### src/rtl/sram_grid_pkg.sv
// Shared state encoding and grid pin constants for the SRAM grid initiator.
package sram_grid_pkg;
    localparam int DEF_ADDR_W = 3;
    localparam int DEF_DATA_W = 8;
    localparam int DEF_WORDS  = 8;

    localparam logic GRID_RW_WRITE = 1'b1;
    localparam logic GRID_RW_READ  = 1'b0;

    typedef enum logic [2:0] {
        ST_IDLE,
        ST_WSETUP,
        ST_WPULSE,
        ST_WHOLD,
        ST_RPULSE,
        ST_RCAP,
        ST_RESP
    } state_t;
endpackage

### src/rtl/sram_grid_ctrl_if.sv
// Request/response bus and grid pins; master is the controller that initiates grid access,
// slave is the environment (requester plus grid macro).
interface sram_grid_ctrl_if import sram_grid_pkg::*; #(
    parameter int ADDR_W = DEF_ADDR_W,
    parameter int DATA_W = DEF_DATA_W,
    parameter int WORDS  = DEF_WORDS
);
    logic              req_valid;
    logic              req_ready;
    logic              req_we;
    logic [ADDR_W-1:0] req_addr;
    logic [DATA_W-1:0] req_wdata;
    logic              resp_valid;
    logic              resp_ready;
    logic [DATA_W-1:0] resp_rdata;
    logic              resp_err;
    logic              grid_rw;
    logic [WORDS-1:0]  grid_wordline;
    logic [DATA_W-1:0] grid_wdata;
    logic [DATA_W-1:0] grid_bitlines;

    modport master (
        input  req_valid, req_we, req_addr, req_wdata, resp_ready, grid_bitlines,
        output req_ready, resp_valid, resp_rdata, resp_err, grid_rw, grid_wordline, grid_wdata
    );

    modport slave (
        output req_valid, req_we, req_addr, req_wdata, resp_ready, grid_bitlines,
        input  req_ready, resp_valid, resp_rdata, resp_err, grid_rw, grid_wordline, grid_wdata
    );
endinterface

### src/rtl/grid_wordline_dec.sv
// Binary word address to one-hot wordline vector; addresses past WORDS decode to all-zero.
module grid_wordline_dec import sram_grid_pkg::*; #(
    parameter int ADDR_W = DEF_ADDR_W,
    parameter int WORDS  = DEF_WORDS
) (
    input  logic [ADDR_W-1:0] i_addr,
    input  logic              i_en,
    output logic [WORDS-1:0]  o_onehot
);
    always_comb begin
        o_onehot = '0;
        for (int i = 0; i < WORDS; i++) begin
            o_onehot[i] = i_en && (i_addr == ADDR_W'(i));
        end
    end
endmodule

### src/rtl/sram_grid_ctrl.sv
// Sequences the async SRAM grid pins: IDLE -> WSETUP/WPULSE/WHOLD (write) or RPULSE/RCAP (read)
// -> RESP. All outputs are registered; one request outstanding at a time.
module sram_grid_ctrl import sram_grid_pkg::*; #(
    parameter int ADDR_W       = DEF_ADDR_W,
    parameter int DATA_W       = DEF_DATA_W,
    parameter int WORDS        = DEF_WORDS,
    parameter int WRITE_CYCLES = 2,
    parameter int READ_CYCLES  = 1
) (
    input  logic             clk,
    input  logic             rst,
    sram_grid_ctrl_if.master bus
);
    localparam int MAX_CYC = (WRITE_CYCLES > READ_CYCLES) ? WRITE_CYCLES : READ_CYCLES;
    localparam int CNT_W   = (MAX_CYC > 1) ? $clog2(MAX_CYC) : 1;
    localparam logic [CNT_W-1:0] WR_LAST = CNT_W'(WRITE_CYCLES - 1);
    localparam logic [CNT_W-1:0] RD_LAST = CNT_W'(READ_CYCLES - 1);

    state_t            r_state;
    logic [CNT_W-1:0]  r_cnt;
    logic [ADDR_W-1:0] r_addr;
    logic              r_req_ready;
    logic              r_resp_valid;
    logic [DATA_W-1:0] r_resp_rdata;
    logic              r_resp_err;
    logic              r_grid_rw;
    logic [WORDS-1:0]  r_grid_wordline;
    logic [DATA_W-1:0] r_grid_wdata;

    logic              w_accept;
    logic              w_addr_oob;
    logic [ADDR_W-1:0] w_dec_addr;
    logic [WORDS-1:0]  w_onehot;

    assign w_accept   = bus.req_valid && r_req_ready;
    assign w_addr_oob = ({1'b0, bus.req_addr} >= (ADDR_W+1)'(WORDS));
    // Reads raise the wordline on the accept edge, before r_addr has been loaded.
    assign w_dec_addr = (r_state == ST_IDLE) ? bus.req_addr : r_addr;

    grid_wordline_dec #(.ADDR_W(ADDR_W), .WORDS(WORDS)) u_dec (
        .i_addr   (w_dec_addr),
        .i_en     (1'b1),
        .o_onehot (w_onehot)
    );

    always_ff @(posedge clk or posedge rst) begin
        if (rst) begin
            r_state         <= ST_IDLE;
            r_cnt           <= '0;
            r_addr          <= '0;
            r_req_ready     <= 1'b1;
            r_resp_valid    <= 1'b0;
            r_resp_rdata    <= '0;
            r_resp_err      <= 1'b0;
            r_grid_rw       <= GRID_RW_READ;
            r_grid_wordline <= '0;
            r_grid_wdata    <= '0;
        end else begin
            case (r_state)
                ST_IDLE: begin
                    if (w_accept) begin
                        r_req_ready  <= 1'b0;
                        r_addr       <= bus.req_addr;
                        r_cnt        <= '0;
                        r_resp_rdata <= '0;
                        r_resp_err   <= 1'b0;
                        if (w_addr_oob) begin
                            r_state    <= ST_RESP;
                            r_resp_err <= 1'b1;
                        end else if (bus.req_we) begin
                            r_state      <= ST_WSETUP;
                            r_grid_rw    <= GRID_RW_WRITE;
                            r_grid_wdata <= bus.req_wdata;
                        end else begin
                            r_state         <= ST_RPULSE;
                            r_grid_rw       <= GRID_RW_READ;
                            r_grid_wordline <= w_onehot;
                        end
                    end
                end
                ST_WSETUP: begin
                    r_state         <= ST_WPULSE;
                    r_cnt           <= '0;
                    r_grid_wordline <= w_onehot;
                end
                ST_WPULSE: begin
                    if (r_cnt == WR_LAST) begin
                        r_state         <= ST_WHOLD;
                        r_cnt           <= '0;
                        r_grid_wordline <= '0;
                    end else begin
                        r_cnt <= r_cnt + 1'b1;
                    end
                end
                ST_WHOLD: begin
                    r_state      <= ST_RESP;
                    r_cnt        <= '0;
                    r_grid_rw    <= GRID_RW_READ;
                    r_resp_valid <= 1'b1;
                end
                ST_RPULSE: begin
                    if (r_cnt == RD_LAST) begin
                        r_state <= ST_RCAP;
                        r_cnt   <= '0;
                    end else begin
                        r_cnt <= r_cnt + 1'b1;
                    end
                end
                ST_RCAP: begin
                    r_state         <= ST_RESP;
                    r_cnt           <= '0;
                    r_resp_rdata    <= bus.grid_bitlines;
                    r_grid_wordline <= '0;
                    r_resp_valid    <= 1'b1;
                end
                ST_RESP: begin
                    // Error requests arrive with valid low so the response lands one cycle after accept.
                    if (!r_resp_valid) begin
                        r_resp_valid <= 1'b1;
                    end else if (bus.resp_ready) begin
                        r_state      <= ST_IDLE;
                        r_cnt        <= '0;
                        r_resp_valid <= 1'b0;
                        r_req_ready  <= 1'b1;
                    end
                end
                default: r_state <= ST_IDLE;
            endcase
        end
    end

    assign bus.req_ready     = r_req_ready;
    assign bus.resp_valid    = r_resp_valid;
    assign bus.resp_rdata    = r_resp_rdata;
    assign bus.resp_err      = r_resp_err;
    assign bus.grid_rw       = r_grid_rw;
    assign bus.grid_wordline = r_grid_wordline;
    assign bus.grid_wdata    = r_grid_wdata;
endmodule
### src/flat_wrapper.sv
// flat-port wrapper written by rule: the top's interface ports become plain ports
module sram_grid_ctrl_flat import sram_grid_pkg::*;
#(
    parameter int ADDR_W       = DEF_ADDR_W,
    parameter int DATA_W       = DEF_DATA_W,
    parameter int WORDS        = DEF_WORDS,
    parameter int WRITE_CYCLES = 2,
    parameter int READ_CYCLES  = 1
)
  (clk, rst, bus_req_valid, bus_req_we, bus_req_addr, bus_req_wdata, bus_resp_ready, bus_grid_bitlines, bus_req_ready, bus_resp_valid, bus_resp_rdata, bus_resp_err, bus_grid_rw, bus_grid_wordline, bus_grid_wdata);
  sram_grid_ctrl_if #(.ADDR_W(ADDR_W), .DATA_W(DATA_W), .WORDS(WORDS)) bus_i ();
  input  logic clk;
  input  logic rst;
  input wire logic [$bits(bus_i.req_valid)-1:0] bus_req_valid;
  input wire logic [$bits(bus_i.req_we)-1:0] bus_req_we;
  input wire logic [$bits(bus_i.req_addr)-1:0] bus_req_addr;
  input wire logic [$bits(bus_i.req_wdata)-1:0] bus_req_wdata;
  input wire logic [$bits(bus_i.resp_ready)-1:0] bus_resp_ready;
  input wire logic [$bits(bus_i.grid_bitlines)-1:0] bus_grid_bitlines;
  output wire logic [$bits(bus_i.req_ready)-1:0] bus_req_ready;
  output wire logic [$bits(bus_i.resp_valid)-1:0] bus_resp_valid;
  output wire logic [$bits(bus_i.resp_rdata)-1:0] bus_resp_rdata;
  output wire logic [$bits(bus_i.resp_err)-1:0] bus_resp_err;
  output wire logic [$bits(bus_i.grid_rw)-1:0] bus_grid_rw;
  output wire logic [$bits(bus_i.grid_wordline)-1:0] bus_grid_wordline;
  output wire logic [$bits(bus_i.grid_wdata)-1:0] bus_grid_wdata;
  assign bus_i.req_valid = bus_req_valid;
  assign bus_i.req_we = bus_req_we;
  assign bus_i.req_addr = bus_req_addr;
  assign bus_i.req_wdata = bus_req_wdata;
  assign bus_i.resp_ready = bus_resp_ready;
  assign bus_i.grid_bitlines = bus_grid_bitlines;
  assign bus_req_ready = bus_i.req_ready;
  assign bus_resp_valid = bus_i.resp_valid;
  assign bus_resp_rdata = bus_i.resp_rdata;
  assign bus_resp_err = bus_i.resp_err;
  assign bus_grid_rw = bus_i.grid_rw;
  assign bus_grid_wordline = bus_i.grid_wordline;
  assign bus_grid_wdata = bus_i.grid_wdata;
  sram_grid_ctrl #(.ADDR_W(ADDR_W), .DATA_W(DATA_W), .WORDS(WORDS), .WRITE_CYCLES(WRITE_CYCLES), .READ_CYCLES(READ_CYCLES)) u_core (.clk(clk), .rst(rst), .bus(bus_i));
endmodule
### config.mk
export PLATFORM = sky130hd
export DESIGN_NAME = sram_grid_ctrl_flat
export DESIGN_NICKNAME = d
export VERILOG_FILES = /design/src/rtl/sram_grid_pkg.sv /design/src/rtl/sram_grid_ctrl_if.sv /design/src/rtl/grid_wordline_dec.sv /design/src/rtl/sram_grid_ctrl.sv /design/src/flat_wrapper.sv
export SDC_FILE = /design/constraint.sdc
export NUM_CORES = 1
export LEC_CHECK = 0
export CORE_MARGIN = 2
export CORE_UTILIZATION = 42
export DETAILED_ROUTE_END_ITERATION = 8
export GPL_ROUTABILITY_DRIVEN = 0
export GPL_TIMING_DRIVEN = 0
export HOLD_SLACK_MARGIN = 0.12
export PLACE_DENSITY_LB_ADDON = 0.3
export SKIP_LAST_GASP = 1
export SLEW_MARGIN = 20
export SYNTH_ARGS = -nofsm -noshare
export SYNTH_HDL_FRONTEND = slang
export SYNTH_SLANG_ARGS = --single-unit
### constraint.sdc
create_clock -name clk -period 1.3 [get_ports clk]
set_input_delay 0.195 -clock clk [delete_from_list [all_inputs] [get_ports clk]]
set_output_delay 0.195 -clock clk [all_outputs]
set_load 0.02 [all_outputs]
==> results.sh, run 1 <==
export IMPL_first_pass_iters=4
export IMPL_final_setup_skew_ns=0.00551
export IMPL_dp_hpwl_mm=2.72
export IMPL_synth_top_area_cell="dfrtp_1"
export IMPL_ys_top_cells_by_count="dfrtp_1 (33), o2bb2ai_1 (9), a22o_1 (8), mux2_4 (8)"
export IMPL_port_buffers=50
export IMPL_cp_cell_sequence="buf_8 > nor3_4 > mux2i_2 > o2bb2ai_1"
export IMPL_synth_warnings=0
export IMPL_synth_top_area_share=0.486
export IMPL_max_cap_violations=0
export IMPL_synthAdderAreaFrac=0.00590
export IMPL_dieArea_sq_mm=0.00457
export IMPL_worst_path_max_delay_cell="dfrtp_2"
export IMPL_start_util=0.431
export IMPL_synthMuxAreaShare=0.108
export IMPL_nets=219
export IMPL_antennaDiodeCount=0
export IMPL_tightest_slew_ns=0.698
export IMPL_slew_violations=0
export IMPL_clock_latency_ns=0.28
export IMPL_critPathCaptureType="flop"
export IMPL_synth_fp_nets=156
export IMPL_clock_path_buffers=2
export IMPL_grt_pass1_wl_mm=6.20
export IMPL_die_h_microns=67.6
export IMPL_synth_top_family_by_area="compound AO/OA/AOI/OAI gates"
export IMPL_drive_gt1_frac=0.286
export IMPL_ant_nets=0
export IMPL_clock_sinks=34
export IMPL_htree_num_levels=2
export IMPL_synth_most_common_cell="dfrtp_1"
export IMPL_synthCells=132
export IMPL_total_power_mw=1.97
export IMPL_r2r_start="u_core.r_state[1]"
export IMPL_crit_path_start_kind="flop"
export IMPL_finalSetupViolCount=28
export IMPL_reg2reg_depth=4
export IMPL_slowest_delay_ns=0.44
export IMPL_postCtsHoldBufs=0
export IMPL_synthTopCellsByArea="dfrtp_1 (49%), mux2_4 (7.1%), o2bb2ai_1 (4.6%)"
export IMPL_synthArstFlopShare=1.00
export IMPL_fin_area_sq_mm=0.00248
export IMPL_vdd_drop_max_mv=0.587
export IMPL_status="finished with violations"
export IMPL_via_count=1338
export IMPL_fmax_mhz=668
export IMPL_critPathMaxFanout=8
export IMPL_clk_pin_slew_ns=0.07
export IMPL_syn2layout_area_growth_pct=46.1
export IMPL_wl_per_cell_microns=16.3
export IMPL_relSlewSlack=0.534
export IMPL_finalHoldViolCount=0
export IMPL_p_leak_nw=1.20
export IMPL_power_density_mw_per_mm2=795
export IMPL_hold_class="in -> async"
export IMPL_ys_seq_area_frac=0.502
export IMPL_rows=23
export IMPL_cts_tree="built"
export IMPL_cp_data_arrival_time_ns=1.66
export IMPL_hold_ws_ns=0.337
export IMPL_grt_pass1_vias=1295
export IMPL_fin_ws_ns=-0.198
export IMPL_core_area_sq_mm=0.00394
export IMPL_syn_area_sq_mm=0.00170
export IMPL_ys_types=48
export IMPL_clockRootBuffer="clkbuf_8"
export IMPL_fin_tns_setup_ns=-3.06
export IMPL_timing_rr_end="u_core.bus.grid_wordline[0]"
export IMPL_synthSimpleGateAreaFrac=0.149
export IMPL_placed_cell_area_sq_mm=0.00227
export IMPL_rsz0062_at_grt="true"
export IMPL_failed_checks="negative setup slack"
export IMPL_grt_max_degree=35
export IMPL_initialDrtViolationCount=60
export IMPL_period_share=1.15
export IMPL_via_per_inst=5.44
export IMPL_synth_ff_type="dfrtp_1"
export IMPL_io_pins=52
export IMPL_cts_made_buffers=5
export IMPL_die_w_microns=67.6
export IMPL_gr_usage_all_layers=0.183
export IMPL_grt_ovfl_total=0
export IMPL_synth_compound_area_frac=0.192
export IMPL_grt_antenna_before_repair=0
export IMPL_wirelength_mm=4.02
export IMPL_synth_edff_count=0
export IMPL_synth_seq_cells=34
export IMPL_rrSetupSlack_ns=-0.20
export IMPL_critPathRequiredTime_ns=1.46
export IMPL_critPathKind="reg -> reg"
export IMPL_synth_xor_area_frac=0
export IMPL_drcViolationCount=0
export IMPL_avgSynthCellArea_sq_um=12.9
export IMPL_period_needed_ns=1.50
==> per-layer routing <==
metal | GRT usage | part of all wire
met5 | 0 | 0
met4 | 0.0638 | 0.021
met3 | 0.0533 | 0.068
met2 | 0.311 | 0.50
met1 | 0.219 | 0.41
==> worst max path at each step <==
stage                                    start                           to  slack (ns)  cells past startpoint
after floorplan           u_core.bus.req_ready     u_core.bus.grid_wdata[0]       -0.17                      3
after global placement           bus_req_valid     u_core.bus.grid_wdata[1]       -0.41                      4
after detailed placement            bus_req_we  u_core.bus.grid_wordline[5]       -0.45                      4
after CTS                 u_core.bus.req_ready     u_core.bus.grid_wdata[1]       -0.20                      3
after global routing         u_core.r_state[1]  u_core.bus.grid_wordline[0]       -0.25                      4
final                        u_core.r_state[1]  u_core.bus.grid_wordline[0]       -0.20                      4
==> kinds of logic after synthesis <==
logic type | count (synthesis)
flops | 34
buf+inv | 12
compound gates | 40
mux | 14
simple gates | 30
fa+ha+maj | 1
other cells | 1
==> metrics by stage <==
| stage | worst slack [ns] | utilization | instances |
|---|---|---|---|
| after floorplan | -0.166 | - | 132 |
| after detailed placement | -0.449 | 0.575 | 232 |
| after global placement | -0.405 | 0.575 | 232 |
| after global routing | -0.247 | 0.629 | 246 |
| after CTS | -0.203 | 0.608 | 243 |
| final | -0.198 | 0.629 | 246 |
==> layout by cell type, fill, tap and decap left out, types with 2 or more instances in the layout <==
| cell type | count |
|---|---|
| o2bb2ai_1 | 8 |
| nor2_4 | 2 |
| inv_2 | 3 |
| mux2_4 | 10 |
| dlygate4sd2_1 | 25 |
| buf_6 | 3 |
| a21oi_1 | 6 |
| dfrtp_1 | 31 |
| a31oi_1 | 2 |
| nand3_1 | 4 |
| dfrtp_2 | 2 |
| a22o_1 | 8 |
| buf_4 | 8 |
| inv_1 | 2 |
| nor2b_1 | 6 |
| clkdlybuf4s50_1 | 23 |
| nor2_1 | 4 |
| mux2i_2 | 3 |
| clkbuf_8 | 6 |
==> state kept, by name, summed over array words and instances (netlist names) <==
signal,cells
u_core.bus.grid_rw,1
u_core.bus.grid_wdata,8
u_core.bus.grid_wordline,8
u_core.bus.req_ready,1
u_core.bus.resp_rdata,8
u_core.bus.resp_valid,1
u_core.r_addr,3
u_core.r_cnt,1
u_core.r_state,3
==> where the power goes <==
part / total, mW / switching (mW) / internal [mW]
Combinational: 0.135 / 0.0587 / 0.0759
Sequential: 1.06 / 0 / 1.06
Clock: 0.778 / 0.352 / 0.426
Total: 1.97 / 0.411 / 1.56
==> layout make-up <==
type	instances	area [sq um]
clock buffer	7	86.3
sequential	34	855
clock inverter	1	5.00
fill	288	1460
timing repair buffer	56	515
inverter	5	18.8
tap	50	62.6
multi-input combinational	86	858
buffer	7	80.1
==> what timing repair did <==
item                       CTS  global route
resized for setup           38            22
setup endpoints to repair   58            36
pin swaps                    5             8
setup buffers                3             4
==> critical path: cells and delay by family (launching register included) <==
family                 cells  cell delay, ns
flip-flops                 1            0.44
buffers and inverters      1            0.15
multiplexers               1            0.34
AND/OR/NAND/NOR            1            0.31
AO/OA/AOI/OAI              1            0.11
Power figures use the tool's default switching activity.
==> run 2: changes to the inputs <==
--- a/config.mk
+++ b/config.mk
@@ -11,7 +11,7 @@
 export GPL_ROUTABILITY_DRIVEN = 0
 export GPL_TIMING_DRIVEN = 0
 export HOLD_SLACK_MARGIN = 0.12
-export PLACE_DENSITY_LB_ADDON = 0.3
+export PLACE_DENSITY = 0.79
 export SKIP_LAST_GASP = 1
 export SLEW_MARGIN = 20
 export SYNTH_ARGS = -nofsm -noshare
==> run 2 against run 1 <==
  * The run still ends with negative setup slack left
  * Global-route usage up 0.97 points
  * Sequential power about the same
  * Flip-flop and latch count unchanged
  * First-iteration DRC count up 15%
  * Hold slack better by 0.0034 ns
  * Maximum frequency up 2.8%
  * Clock skew up 0.00050 ns
  * Combinational power down 4%
  * Utilization down 0.63 points
  * Count of clock-buffer cells in the layout unchanged
  * Critical path depth down 1
  * Design area down 1.0%
==> results.sh, run 2 (same netlist as run 1, synthesis figures left out) <==
export IMPL_critPathCaptureType="flop"
export IMPL_gr_usage_all_layers=0.193
export IMPL_antennaDiodeCount=0
export IMPL_power_density_mw_per_mm2=869
export IMPL_final_common_cell="dfrtp_1"
export IMPL_multi_input_area_sq_um=827
export IMPL_finalHoldViolCount=0
export IMPL_worst_path_max_delay_cell="dfstp_2"
export IMPL_cp_cell_sequence="nand2_4 > nand4b_4 > mux2_4"
export IMPL_setup_worst_path_start="u_core.bus.req_ready"
export IMPL_r2r_start="u_core.bus.req_ready"
export IMPL_period_needed_ns=1.46
export IMPL_final_setup_skew_ns=0.00601
export IMPL_rsz0062_at_grt="true"
export IMPL_cts_tree="built"
export IMPL_grt_pass1_vias=1340
export IMPL_grt_max_degree=35
export IMPL_grt_ovfl_total=0
export IMPL_hold_class="in -> async"
export IMPL_wirelength_mm=4.01
export IMPL_cts_made_buffers=5
export IMPL_critPathMaxFanout=8
export IMPL_clk_pin_slew_ns=0.07
export IMPL_fin_ws_ns=-0.158
export IMPL_relSlewSlack=0.539
export IMPL_fin_area_sq_mm=0.00246
export IMPL_dp_hpwl_mm=2.80
export IMPL_ant_nets=0
export IMPL_via_count=1332
export IMPL_critPathKind="reg -> reg"
export IMPL_wl_per_cell_microns=16.1
export IMPL_failed_checks="negative setup slack"
export IMPL_nets=222
export IMPL_fin_tns_setup_ns=-2.75
export IMPL_port_buffers=50
export IMPL_start_util=0.431
export IMPL_dieArea_sq_mm=0.00457
export IMPL_critPathRequiredTime_ns=1.47
export IMPL_initialDrtViolationCount=69
export IMPL_cp_data_arrival_time_ns=1.63
export IMPL_die_w_microns=67.6
export IMPL_clock_path_buffers=2
export IMPL_postCtsHoldBufs=0
export IMPL_clockRootBuffer="clkbuf_8"
export IMPL_reg2reg_depth=3
export IMPL_slew_violations=0
export IMPL_htree_num_levels=2
export IMPL_period_share=1.12
export IMPL_slowest_delay_ns=0.58
export IMPL_vdd_drop_max_mv=0.572
export IMPL_grt_pass1_wl_mm=6.49
export IMPL_placed_cell_area_sq_mm=0.00227
export IMPL_clock_sinks=34
export IMPL_rrSetupSlack_ns=-0.16
export IMPL_via_per_inst=5.35
export IMPL_first_pass_iters=4
export IMPL_final_cell_mix="dfrtp_1 (33), dlygate4sd2_1 (27), clkdlybuf4s50_1 (21)"
export IMPL_cpLargestDelayFamily="flip-flops"
export IMPL_drcViolationCount=0
export IMPL_tightest_slew_ns=0.690
export IMPL_clock_latency_ns=0.29
export IMPL_max_cap_violations=0
export IMPL_die_h_microns=67.6
export IMPL_finalSetupViolCount=29
export IMPL_crit_path_start_kind="flop"
export IMPL_fmax_mhz=686
export IMPL_syn2layout_area_growth_pct=44.7
export IMPL_drive_gt1_frac=0.271
export IMPL_path_depth=3
export IMPL_p_leak_nw=1.22
export IMPL_io_pins=52
export IMPL_worst_path_buf_inv=0
export IMPL_seq_area_sq_um=852
export IMPL_grt_antenna_before_repair=0
export IMPL_core_area_sq_mm=0.00394
export IMPL_rows=23
export IMPL_status="finished with violations"
export IMPL_nFillCells=295
[run 2: cell type report]
| cell class | count | area share |
|---|---|---|
| multi-input cells | 86 | 0.337 |
| inverters | 5 | 0.00764 |
| clock inverters | 1 | 0.0122 |
| flip-flops and latches | 34 | 0.347 |
| plain buffers | 7 | 0.0250 |
| well taps | 50 | 0.0255 |
| repair buffers | 59 | 0.215 |
| clock buffers | 7 | 0.0311 |
[run 2: power breakdown]
part / internal (mW) / switching [mW]
clock: 0.573 / 0.372
sequential: 1.06 / 0
combinational: 0.0737 / 0.0566
[run 2: metrics by stage]
step	total power, mW	instances	utilization	setup WS [ns]	hold WS (ns)
2_1_floorplan	1.12	132	-	-0.166	0.328
3_3_place_gp	1.20	232	0.575	-0.400	0.479
3_5_place_dp	1.20	232	0.575	-0.449	0.486
4_1_cts	2.13	246	0.614	-0.165	0.374
5_1_grt	2.22	249	0.623	-0.203	0.415
6_report	2.13	249	0.623	-0.158	0.340
[run 2: per-layer routing]
layer	part of all wire	vias to the layer above	GRT usage
li1	-	629	-
met1	0.42	649	0.242
met2	0.51	46	0.315
met3	0.054	8	0.0500
met4	0.018	0	0.0765
met5	0	-	0
[run 2: timing repair]
action | in CTS | in global routing
setup endpoints to repair | 60 | 36
buffers inserted | 6 | 3
resized for setup | 38 | 10
pin swaps | 1 | 2
[run 2: final timing paths]
check | to
hold reg to reg | u_core.bus.grid_wordline[1]
max in group asynchronous | u_core.r_state[1]
hold / removal | u_core.bus.resp_rdata[7]
min in group clk | u_core.r_state[0]
setup / recovery | u_core.bus.grid_wdata[7]
setup reg to reg | u_core.bus.grid_wdata[7]
[run 2: worst register-to-register path: stages (launching register included)]
cell	delay, ns
dfstp_2	0.58
nand2_4	0.08
nand4b_4	0.31
mux2_4	0.37
